--- config.mk ---
export PLATFORM = sky130hd
export DESIGN_NAME = kf8259_acknowledge_sequencer_flat
export DESIGN_NICKNAME = d
export VERILOG_FILES = /design/src/rtl/kf8259_acknowledge_sequencer_pkg.sv /design/src/rtl/kf8259_acknowledge_sequencer_if.sv /design/src/rtl/kf8259_acknowledge_sequencer_ocw2.sv /design/src/rtl/kf8259_acknowledge_sequencer.sv /design/src/flat_wrapper.sv
export SDC_FILE = /design/constraint.sdc
export NUM_CORES = 1
export LEC_CHECK = 0
export ABC_AREA = 1
export ABC_CLOCK_PERIOD_IN_PS = 1730
export BUFFER_PORTS_ARGS = -buffer_cell sky130_fd_sc_hd__buf_2
export CAP_MARGIN = 20
export CORE_MARGIN = 5
export CORE_UTILIZATION = 40
export DETAILED_ROUTE_END_ITERATION = 10
export GPL_ROUTABILITY_DRIVEN = 0
export GPL_TIMING_DRIVEN = 1
export PLACE_DENSITY = 0.83
export SLEW_MARGIN = 20
export SYNTH_ARGS = -nofsm -noshare
export SYNTH_HDL_FRONTEND = slang
export SYNTH_HIERARCHICAL = 1
export SYNTH_SLANG_ARGS = --single-unit
--- constraint.sdc ---
create_clock -name clock -period 1.73 [get_ports clock]
set_clock_uncertainty 0.15 [all_clocks]
set_input_delay 0.519 -clock clock [delete_from_list [all_inputs] [get_ports clock]]
set_output_delay 0.519 -clock clock [all_outputs]
set_load 0.02 [all_outputs]
--- src/rtl/kf8259_acknowledge_sequencer_pkg.sv ---
// kf8259_acknowledge_sequencer_pkg: shared types and helpers for the KF8259 acknowledge sequencer.
//   ack_state_t       INTA sequence state (IDLE, ACK1, ACK2, ACK3)
//   CALL_OPCODE       8080 CALL instruction byte driven on the first INTA pulse
//   one_hot_to_level  one-hot IR mask -> 3-bit level number
package KF8259_Common_Package;
    typedef enum logic [1:0] {IDLE, ACK1, ACK2, ACK3} ack_state_t;
    localparam logic [7:0] CALL_OPCODE = 8'hCD;
    function automatic logic [2:0] one_hot_to_level(input logic [7:0] one_hot);
        logic [2:0] level;
        level = 3'd0;
        for (int i = 0; i < 8; i++)
            if (one_hot[i]) level = 3'(i);
        return level;
    endfunction
endpackage

--- src/rtl/kf8259_acknowledge_sequencer_if.sv ---
// kf8259_acknowledge_sequencer_if: CPU-side INTA/read handshake and data bus of the acknowledge sequencer.
//   interrupt_acknowledge_n  INTA pin, active low (master drives)
//   read_strobe              one-cycle CPU read strobe (master drives)
//   interrupt_to_cpu         INT pin (slave drives)
//   data_out/data_out_enable bus byte and its drive enable (slave drives)
interface kf8259_acknowledge_sequencer_if;
    logic       interrupt_acknowledge_n;
    logic       read_strobe;
    logic       interrupt_to_cpu;
    logic [7:0] data_out;
    logic       data_out_enable;
    modport master(output interrupt_acknowledge_n, read_strobe, input interrupt_to_cpu, data_out, data_out_enable);
    modport slave(input interrupt_acknowledge_n, read_strobe, output interrupt_to_cpu, data_out, data_out_enable);
endinterface

--- src/rtl/kf8259_acknowledge_sequencer_ocw2.sv ---
// kf8259_ocw2_decoder: combinational OCW2 decode into an ISR clear mask and a priority-rotation update.
//   in : ocw2_valid/eoi/specific/rotate, ocw2_level, highest_level_in_service
//   out: eoi_mask (ISR bits to clear), rotate_valid/rotate_level (new lowest-priority level)
module kf8259_ocw2_decoder
    import KF8259_Common_Package::*;
(
    input  logic       ocw2_valid,
    input  logic       ocw2_eoi,
    input  logic       ocw2_specific,
    input  logic       ocw2_rotate,
    input  logic [2:0] ocw2_level,
    input  logic [7:0] highest_level_in_service,
    output logic [7:0] eoi_mask,
    output logic       rotate_valid,
    output logic [2:0] rotate_level
);
    logic [7:0] cleared;
    always_comb begin
        cleared      = ocw2_specific ? 8'd1 << ocw2_level : highest_level_in_service;
        eoi_mask     = (ocw2_valid & ocw2_eoi) ? cleared : 8'h00;
        // EOI forms rotate only when something was cleared; R,SL without EOI sets the level directly
        rotate_valid = ocw2_valid & ocw2_rotate & (ocw2_eoi ? |cleared : ocw2_specific);
        rotate_level = (ocw2_eoi & ~ocw2_specific) ? one_hot_to_level(highest_level_in_service) : ocw2_level;
    end
endmodule

--- src/rtl/kf8259_acknowledge_sequencer.sv ---
// kf8259_acknowledge_sequencer: INT generation, 8086/8080 INTA sequencing with vector bytes, AEOI and OCW2 EOI/rotation.
//   clock, reset_n (async, active low); bus (slave modport): INTA_n, read_strobe, INT, data_out/data_out_enable
//   config: mode_8086, auto_eoi_config, rotate_on_auto_eoi, call_interval_4, vector_low_config, vector_high_config
//   resolver/ISR: interrupt_request, highest_level_in_service; OCW2: ocw2_valid/eoi/specific/rotate/level; poll_command
//   to ISR stage: start_in_service, interrupt, end_of_interrupt, priority_rotate
//   Optional: KF8259_POLL_COMMAND_EN enables the OCW3 poll read word.
module kf8259_acknowledge_sequencer
    import KF8259_Common_Package::*;
#(
    parameter logic [2:0] SPURIOUS_LEVEL = 3'd7
) (
    input  logic       clock,
    input  logic       reset_n,
    kf8259_acknowledge_sequencer_if.slave bus,
    input  logic       mode_8086,
    input  logic       auto_eoi_config,
    input  logic       rotate_on_auto_eoi,
    input  logic       call_interval_4,
    input  logic [7:0] vector_low_config,
    input  logic [7:0] vector_high_config,
    input  logic [7:0] interrupt_request,
    input  logic [7:0] highest_level_in_service,
    input  logic       ocw2_valid,
    input  logic       ocw2_eoi,
    input  logic       ocw2_specific,
    input  logic       ocw2_rotate,
    input  logic [2:0] ocw2_level,
    input  logic       poll_command,
    output logic       start_in_service,
    output logic [7:0] interrupt,
    output logic [7:0] end_of_interrupt,
    output logic [2:0] priority_rotate
);
    ack_state_t state;
    logic       inta_q, mode_q, fall, rise, last_pulse, auto_eoi_now, driving, poll_read;
    logic [2:0] level, request_level, ocw2_rotate_level;
    logic [7:0] ocw2_mask, vector_byte;
    logic       ocw2_rotate_valid;
    wire        unused_vector_low = ^vector_low_config[4:0];

    kf8259_ocw2_decoder u_ocw2 (
        .ocw2_valid(ocw2_valid),
        .ocw2_eoi(ocw2_eoi),
        .ocw2_specific(ocw2_specific),
        .ocw2_rotate(ocw2_rotate),
        .ocw2_level(ocw2_level),
        .highest_level_in_service(highest_level_in_service),
        .eoi_mask(ocw2_mask),
        .rotate_valid(ocw2_rotate_valid),
        .rotate_level(ocw2_rotate_level)
    );

`ifdef KF8259_POLL_COMMAND_EN
    logic poll_pending;
    always_ff @(posedge clock or negedge reset_n)
        if (!reset_n) poll_pending <= 1'b0;
        else          poll_pending <= poll_command | (poll_pending & ~bus.read_strobe);
    assign poll_read = poll_pending & bus.read_strobe;
`else
    wire unused_poll = poll_command ^ bus.read_strobe;
    assign poll_read = 1'b0;
`endif

    always_comb begin
        request_level = |interrupt_request ? one_hot_to_level(interrupt_request) : SPURIOUS_LEVEL;
        fall          = inta_q & ~bus.interrupt_acknowledge_n;
        rise          = ~inta_q & bus.interrupt_acknowledge_n;
        last_pulse    = (state == ACK3) | ((state == ACK2) & mode_q);
        auto_eoi_now  = last_pulse & rise & auto_eoi_config;
        vector_byte   = (state == ACK1) ? CALL_OPCODE
                      : (state == ACK3) ? vector_high_config
                      : mode_q          ? {vector_high_config[7:3], level}
                      : call_interval_4 ? {vector_low_config[7:5], level, 2'b00}
                      :                   {vector_low_config[7:6], level, 3'b000};
        // inta_q low as well keeps the bus quiet on the edge cycle, before state has advanced to the new pulse
        driving       = (state != IDLE) & ~((state == ACK1) & mode_q) & ~bus.interrupt_acknowledge_n & ~inta_q;
        bus.data_out_enable = driving | poll_read;
        bus.data_out  = poll_read ? {|interrupt_request, 4'b0000, request_level}
                      : driving   ? vector_byte : 8'h00;
    end

    always_ff @(posedge clock or negedge reset_n)
        if (!reset_n) begin
            state                <= IDLE;
            inta_q               <= 1'b1;
            mode_q               <= 1'b0;
            level                <= 3'd0;
            interrupt            <= 8'h00;
            start_in_service     <= 1'b0;
            end_of_interrupt     <= 8'h00;
            priority_rotate      <= 3'd7;
            bus.interrupt_to_cpu <= 1'b0;
        end else begin
            inta_q               <= bus.interrupt_acknowledge_n;
            start_in_service     <= 1'b0;
            end_of_interrupt     <= ocw2_mask | (auto_eoi_now ? interrupt : 8'h00);
            bus.interrupt_to_cpu <= (state == IDLE) & ~fall & |interrupt_request;
            if (ocw2_rotate_valid)
                priority_rotate <= ocw2_rotate_level;
            else if (auto_eoi_now & rotate_on_auto_eoi & |interrupt)
                priority_rotate <= level;
            if (((state == IDLE) & fall) | poll_read) begin
                interrupt        <= interrupt_request;
                level            <= request_level;
                start_in_service <= 1'b1;
            end
            if ((state == IDLE) & fall) begin
                state  <= ACK1;
                mode_q <= mode_8086;
            end else if ((state == ACK1) & fall)
                state <= ACK2;
            else if ((state == ACK2) & fall & ~mode_q)
                state <= ACK3;
            else if (last_pulse & rise)
                state <= IDLE;
        end
endmodule

--- src/flat_wrapper.sv ---
// flat-port wrapper written by rule: the top's interface ports become plain ports
module kf8259_acknowledge_sequencer_flat import KF8259_Common_Package::*;
#(
    parameter logic [2:0] SPURIOUS_LEVEL = 3'd7
)
  (clock, reset_n, mode_8086, auto_eoi_config, rotate_on_auto_eoi, call_interval_4, vector_low_config, vector_high_config, interrupt_request, highest_level_in_service, ocw2_valid, ocw2_eoi, ocw2_specific, ocw2_rotate, ocw2_level, poll_command, start_in_service, interrupt, end_of_interrupt, priority_rotate, bus_interrupt_acknowledge_n, bus_read_strobe, bus_interrupt_to_cpu, bus_data_out, bus_data_out_enable);
  kf8259_acknowledge_sequencer_if bus_i ();
  input  logic clock;
  input  logic reset_n;
  input  logic mode_8086;
  input  logic auto_eoi_config;
  input  logic rotate_on_auto_eoi;
  input  logic call_interval_4;
  input  logic [7:0] vector_low_config;
  input  logic [7:0] vector_high_config;
  input  logic [7:0] interrupt_request;
  input  logic [7:0] highest_level_in_service;
  input  logic ocw2_valid;
  input  logic ocw2_eoi;
  input  logic ocw2_specific;
  input  logic ocw2_rotate;
  input  logic [2:0] ocw2_level;
  input  logic poll_command;
  output logic start_in_service;
  output logic [7:0] interrupt;
  output logic [7:0] end_of_interrupt;
  output logic [2:0] priority_rotate;
  input wire logic [$bits(bus_i.interrupt_acknowledge_n)-1:0] bus_interrupt_acknowledge_n;
  input wire logic [$bits(bus_i.read_strobe)-1:0] bus_read_strobe;
  output wire logic [$bits(bus_i.interrupt_to_cpu)-1:0] bus_interrupt_to_cpu;
  output wire logic [$bits(bus_i.data_out)-1:0] bus_data_out;
  output wire logic [$bits(bus_i.data_out_enable)-1:0] bus_data_out_enable;
  assign bus_i.interrupt_acknowledge_n = bus_interrupt_acknowledge_n;
  assign bus_i.read_strobe = bus_read_strobe;
  assign bus_interrupt_to_cpu = bus_i.interrupt_to_cpu;
  assign bus_data_out = bus_i.data_out;
  assign bus_data_out_enable = bus_i.data_out_enable;
  kf8259_acknowledge_sequencer #(.SPURIOUS_LEVEL(SPURIOUS_LEVEL)) u_core (.clock(clock), .reset_n(reset_n), .bus(bus_i), .mode_8086(mode_8086), .auto_eoi_config(auto_eoi_config), .rotate_on_auto_eoi(rotate_on_auto_eoi), .call_interval_4(call_interval_4), .vector_low_config(vector_low_config), .vector_high_config(vector_high_config), .interrupt_request(interrupt_request), .highest_level_in_service(highest_level_in_service), .ocw2_valid(ocw2_valid), .ocw2_eoi(ocw2_eoi), .ocw2_specific(ocw2_specific), .ocw2_rotate(ocw2_rotate), .ocw2_level(ocw2_level), .poll_command(poll_command), .start_in_service(start_in_service), .interrupt(interrupt), .end_of_interrupt(end_of_interrupt), .priority_rotate(priority_rotate));
endmodule
-- Word-level counts from Yosys, hierarchy flattened
Cells that the tools add are included.
- reduce and logical (&&, ||, !) cells: 7
- eq/ne operators: 3
- bitwise gates (word level): 29
- shift-type cells: 1
- muxes and demuxes: 32
- operators by type and width (operator ; number):
    $mux W8 ; 7
    $mux W3 ; 16
    $reduce_or A8 Y1 ; 3
    $and A1 B1 Y1 ; 21
    $mux W2 ; 4
    $or A8 B8 Y8 ; 1
    $shl A1 B3 Y8 const A ; 1
    $mux W6 ; 1
    $not A1 Y1 ; 6
    $eq A2 B2 Y1 const B ; 2
    $mux W1 ; 4
    $reduce_bool A2 Y1 ; 2
    $reduce_bool A4 Y1 ; 1
    $eq A2 B1 Y1 const B ; 1
    $logic_not A2 Y1 ; 1
    $or A1 B1 Y1 ; 1
- output and inout port bits: 30
- bits of input ports: 48
- register bits: 28
- logic and storage cells: 81

-- Longest topological paths before layout
- depth after elaboration: 9
- mapped depth: 13
- mapped depth without buffers: 13

-- Cells and area by module
The synthesis kept the hierarchy.
- modules (own cells, without submodules) (module ; times used ; area an instance (um^2) ; cells an instance ; sequential area each (um^2)):
    kf8259_acknowledge_sequencer ; 1 ; 1382.6 ; 172 ; 705.7
    kf8259_ocw2_decoder ; 1 ; 297.8 ; 66 ; 0.0

-- Worst setup path before layout
OpenSTA, ideal clock, no wires.
- kind: reg2out
- start: register u_core.state[0]
- end: output bus_data_out[3]
- data required time: 1061 ps
- data arrival time: 1349 ps
- cell stages (with the launch flop): 6
- path slack: -288 ps
- path buffers: 0
- cell sequence: dfrtp_1 > nor2_2 > inv_1 > a21oi_1 > o21ai_0 > a21oi_1
- longest elaborated chain between the ends: 7
- elaborated cells on any way between the ends: 11
- classes of those cells: 2 x eq/ne; 3 x mux; 5 x bitwise; 1 x reduce/logical
- RTL lines (what ; RTL line ; source):
    from (decl) ; kf8259_acknowledge_sequencer.sv:34 ; ack_state_t state;
    from (signal assigned) ; kf8259_acknowledge_sequencer.sv:84 ; state <= IDLE;
    from (signal assigned) ; kf8259_acknowledge_sequencer.sv:108 ; state <= ACK1;
    from (signal assigned) ; kf8259_acknowledge_sequencer.sv:111 ; state <= ACK2;
    $eq A2 B1 Y1 ; kf8259_acknowledge_sequencer.sv:70, kf8259_acknowledge_sequencer.sv:76 ;
    $and A1 B1 Y1 ; kf8259_acknowledge_sequencer.sv:76 ; driving = (state != IDLE) & ~((state == ACK1) & mode_q) & ~bus.interrupt_acknowledge_n & ~inta_q;
    $not A1 Y1 ; kf8259_acknowledge_sequencer.sv:76 ;
    $and A1 B1 Y1 (3 in a row) ; kf8259_acknowledge_sequencer.sv:76 ;
    $mux W8 (*) ; kf8259_acknowledge_sequencer.sv:79 ; : driving ? vector_byte : 8'h00;
    to (decl) ; flat_wrapper.sv:31 ; output wire logic [$bits(bus_i.data_out)-1:0] bus_data_out;
Every way passes the cells marked *; elsewhere a longest branch is shown, timed or not.

-- Worst setup path after layout
- start: register u_core.state[0]
- end: output bus_data_out[0]
Same word-level chain as after synthesis.

==> reports/qor.tcl <==
set qor(power_density_nw_per_um2) 1342
set qor(final_period_minus_worst_setup_slack_ns) 2.234
set qor(timing.slew.headroom) 0.7630
set qor(synth_largest_area_cell) {sky130_fd_sc_hd__dfrtp_1}
set qor(async_flop_share) 1.000
set qor(tritoncts) {built}
set qor(mappedNetlistNets) 286
set qor(run_status) {finished, violations left}
set qor(rsz0062_at_grt) {yes}
set qor(drt-wirelength-per-cell_um) 15.00
set qor(synth_top_area_frac) 0.3574
set qor(synth.area.mux_share) 0
set qor(drive_above_1_share) 0.4801
set qor(ys_top_cells_by_area) {sky130_fd_sc_hd__dfrtp_1, sky130_fd_sc_hd__nand2_1, sky130_fd_sc_hd__nor2_1}
set qor(ant_diodes) 0
set qor(syn2layout_area_growth_pct) 63.07
set qor(final.period_utilization) 1.291
set qor(worst_ep_arrival_time_ns) 1.56
set qor(synth-compound-area-share) 0.1921
set qor(core_area_um2) 4029
set qor(floorplan.initialDensity) 0.4171
set qor(final-max-slew-violation-count) 0
set qor(end_kind) {output pin}
set qor(fin_ws_ns) -0.5036
set qor(cpMaxStageDelayCell) {sky130_fd_sc_hd__dfrtp_2}
set qor(maxClockFrequency_mhz) 447.7
set qor(cp_cell_sequence) {inv_4, nand2_2, and3_4, o21ai_4, buf_12, nor3_4, buf_6}
set qor(post_synth_fa_ha_maj_area_fraction) 0
set qor(synth-seq-area-share) 0.4200
set qor(grt_util_all_layers) 0.2060
set qor(grt_antenna_before_repair) 0
set qor(drv_cap) 0
set qor(vias) 2077
set qor(hold_path.class) {primary input to asynchronous set/reset pin}
set qor(detailedPlacementHpwl_um) 4192
set qor(clkLatencyLatePin_ns) 0.27
set qor(std_cell_rows) 23
set qor(crit_fanout) 6
set qor(cts.clk_slew.worst_paths_ns) 0.10
set qor(cts_made_buffers) 3
set qor(grt.overflow.total) 0
set qor(syn-cell-area_um2) 1680
set qor(via_count_of_the_first_global_routing_pass) 2042
set qor(synth_cell_types) 28
set qor(route.antenna.remaining_nets) 0
set qor(kind_of_launch_point_of_the_worst_setup_path) {flop}
set qor(drcViolationCount) 0
set qor(placed_area_um2) 2465
set qor(htree_levels) 1
set qor(finish.net_count) 401
set qor(slowest_delay_ns) 0.46
set qor(synth-warning-count) 6
set qor(worstPathBufferInverterCount) 3
set qor(dr.first_iter.drc_count) 86
set qor(yosys_most_used_dff) {sky130_fd_sc_hd__dfrtp_1}
set qor(critical-path-top-delay-family) {flip-flops}
set qor(cts-root-buf) {sky130_fd_sc_hd__clkbuf_8}
set qor(final.setup.tns_ns) -4.034
set qor(synth-seq-cells) 28
set qor(ios) 78
set qor(synth_edf_count) 0
set qor(die_height_um) 74.82
set qor(firstDrtPassIters) 4
set qor(final_design_area_no_fill_um2) 2740
set qor(die_w_um) 74.82
set qor(synthSimpleGateAreaFrac) 0.3060
set qor(finalPower_mw) 3.678
set qor(failed_checks) {negative setup slack}
set qor(crit_required_ns) 1.06
set qor(die-area_um2) 5597
set qor(maximum_clock_path_buffer_count) 2
set qor(first_pass_grt_wire_length_um) 9025
set qor(grt_max_degree) 29
set qor(slew_at_the_pin_with_the_worst_max_slew_slack_ns) 0.3555
set qor(post_synth.cell_area_avg_um2) 7.060
set qor(syn_inst) 238
set qor(timing.final.setup_violations) 9
set qor(tritoncts_num_sinks) 28
set qor(synth-xor-area-share) 0
set qor(criticalPathCategory) {flop to output pin}
set qor(port_buffers) 70
set qor(synth_top_family_by_area) {simple AND/OR/NAND/NOR gates}
set qor(detailed_route_wire_length_um) 6030
set qor(peakVddDrop_mv) 0.8226
set qor(final_hold_violations) 0
set qor(detail_route.vias_per_cell) 5.167
set qor(cellLeakagePower_nw) 1.511
[synth_stat cells (2+ instances only)]
library cell	number
sky130_fd_sc_hd__nand2_1	63
sky130_fd_sc_hd__nor2_1	33
sky130_fd_sc_hd__nor2_2	3
sky130_fd_sc_hd__inv_1	28
sky130_fd_sc_hd__a21oi_1	17
sky130_fd_sc_hd__nand3_1	13
sky130_fd_sc_hd__nor3_1	6
sky130_fd_sc_hd__a21boi_1	2
sky130_fd_sc_hd__a31oi_1	2
sky130_fd_sc_hd__dfrtp_1	24
sky130_fd_sc_hd__a21o_1	7
sky130_fd_sc_hd__buf_2	2
sky130_fd_sc_hd__dfstp_2	4
sky130_fd_sc_hd__o211ai_1	2
sky130_fd_sc_hd__inv_2	2
sky130_fd_sc_hd__a22oi_1	2
sky130_fd_sc_hd__a211oi_1	2
sky130_fd_sc_hd__o21ai_0	16
[cells in the final DEF, fill, tap and decap left out, types with 3 or more instances in the layout]
cell type	count
sky130_fd_sc_hd__o21ai_0	14
sky130_fd_sc_hd__a21oi_2	3
sky130_fd_sc_hd__nor2_1	27
sky130_fd_sc_hd__clkbuf_8	3
sky130_fd_sc_hd__nor3_4	5
sky130_fd_sc_hd__nand2_1	56
sky130_fd_sc_hd__a21o_1	7
sky130_fd_sc_hd__a21oi_1	11
sky130_fd_sc_hd__nand2_2	5
sky130_fd_sc_hd__inv_2	6
sky130_fd_sc_hd__buf_4	39
sky130_fd_sc_hd__inv_1	22
sky130_fd_sc_hd__dfrtp_1	22
sky130_fd_sc_hd__buf_6	11
sky130_fd_sc_hd__nand2_4	4
sky130_fd_sc_hd__buf_2	61
sky130_fd_sc_hd__a21oi_4	3
sky130_fd_sc_hd__dfstp_2	4
sky130_fd_sc_hd__inv_4	3
sky130_fd_sc_hd__nor2_2	4
sky130_fd_sc_hd__nand3_1	13
sky130_fd_sc_hd__nor2_4	5
[layout make-up]
type	count	area, um2
Sequential cell	28	708.2
Inverter	31	123.9
Timing Repair Buffer	113	762.0
Fill cell	322	1289
Tap cell	50	62.56
Multi-Input combinational cell	176	1039
Clock buffer	4	45.04
[stage by stage]
| stage | hold WS, ns | std cells | util | setup slack, ns |
|---|---|---|---|---|
| 2_1_floorplan | 0.07341 | 238 | - | -0.07314 |
| 3_3_place_gp | 0.3201 | 391 | 0.6118 | -0.2642 |
| 3_5_place_dp | 0.3260 | 391 | 0.6118 | -0.2774 |
| 4_1_cts | 0.03017 | 399 | 0.6469 | -0.4505 |
| 5_1_grt | 0.02815 | 402 | 0.6801 | -0.5724 |
| 6_report | 0.02572 | 402 | 0.6801 | -0.5036 |
[worst reg2reg max path, delay by kind of cell (launching register included)]
| kind | cells | cell delay [ns] |
|---|---|---|
| DFF | 1 | 0.48 |
| buffers and inverters | 4 | 0.53 |
| and+or+nand+nor | 3 | 0.30 |
| AOI/OAI and AO/OA | 1 | 0.09 |
[routing by layer]
layer	up-vias	global-route usage	wire length, um
li1	1007	-	-
met1	987	0.2624	2424
met2	69	0.3629	3112
met3	14	0.03071	355
met4	0	0.05929	136
met5	-	0	0
[cells by family (layout without fill, tap and decap cells)]
kind of cell | after synthesis | in the layout
AOI/OAI and AO/OA | 54 | 54
buffers and inverters | 34 | 148
and+or+nand+nor | 122 | 122
DFF | 28 | 28
[registers in the layout (all words and copies together), names as in the netlist]
name / flops
u_core/end_of_interrupt: 8
u_core/interrupt: 8
u_core/start_in_service: 1
u_core/level: 3
u_core/priority_rotate: 3
u_core/state: 2
u_core/bus.interrupt_to_cpu: 1
u_core/inta_q: 1
u_core/mode_q: 1
[timing repair]
action                     CTS  global route
hold buffers                 0             0
pin swaps                    2             7
hold endpoints to repair     0             0
setup endpoints to repair    9            16
setup buffers                5             6
resized for setup           19            34
[worst paths after layout]
kind	slack [ns]	to	start	cells after the start
max in group asynchronous	1.17	u_core/inta_q$_DFF_PN1_	reset_n	2
max	-0.50	bus_data_out[0]	u_core/state[0]$_DFFE_PN0P_	7
min	0.03	u_core/bus.interrupt_to_cpu$_DFF_PN0_	reset_n	2
min in group clock	0.31	u_core/inta_q$_DFF_PN1_	bus_interrupt_acknowledge_n	2
min reg2reg	0.34	u_core/priority_rotate[1]$_DFFE_PN1P_	u_core/priority_rotate[1]$_DFFE_PN1P_	2
max reg2reg	0.06	u_core/interrupt[6]$_DFFE_PN0P_	u_core/state[0]$_DFFE_PN0P_	8
[power by group]
group | internal [mW] | total, mW | switching, mW | leakage (nW)
clock network | 0.165 | 0.368 | 0.203 | 0.0228
registers | 0.895 | 1.14 | 0.241 | 0.341
logic | 0.936 | 2.17 | 1.24 | 1.15
total | 2.00 | 3.68 | 1.68 | 1.51
Power figures use the tool's default switching activity.
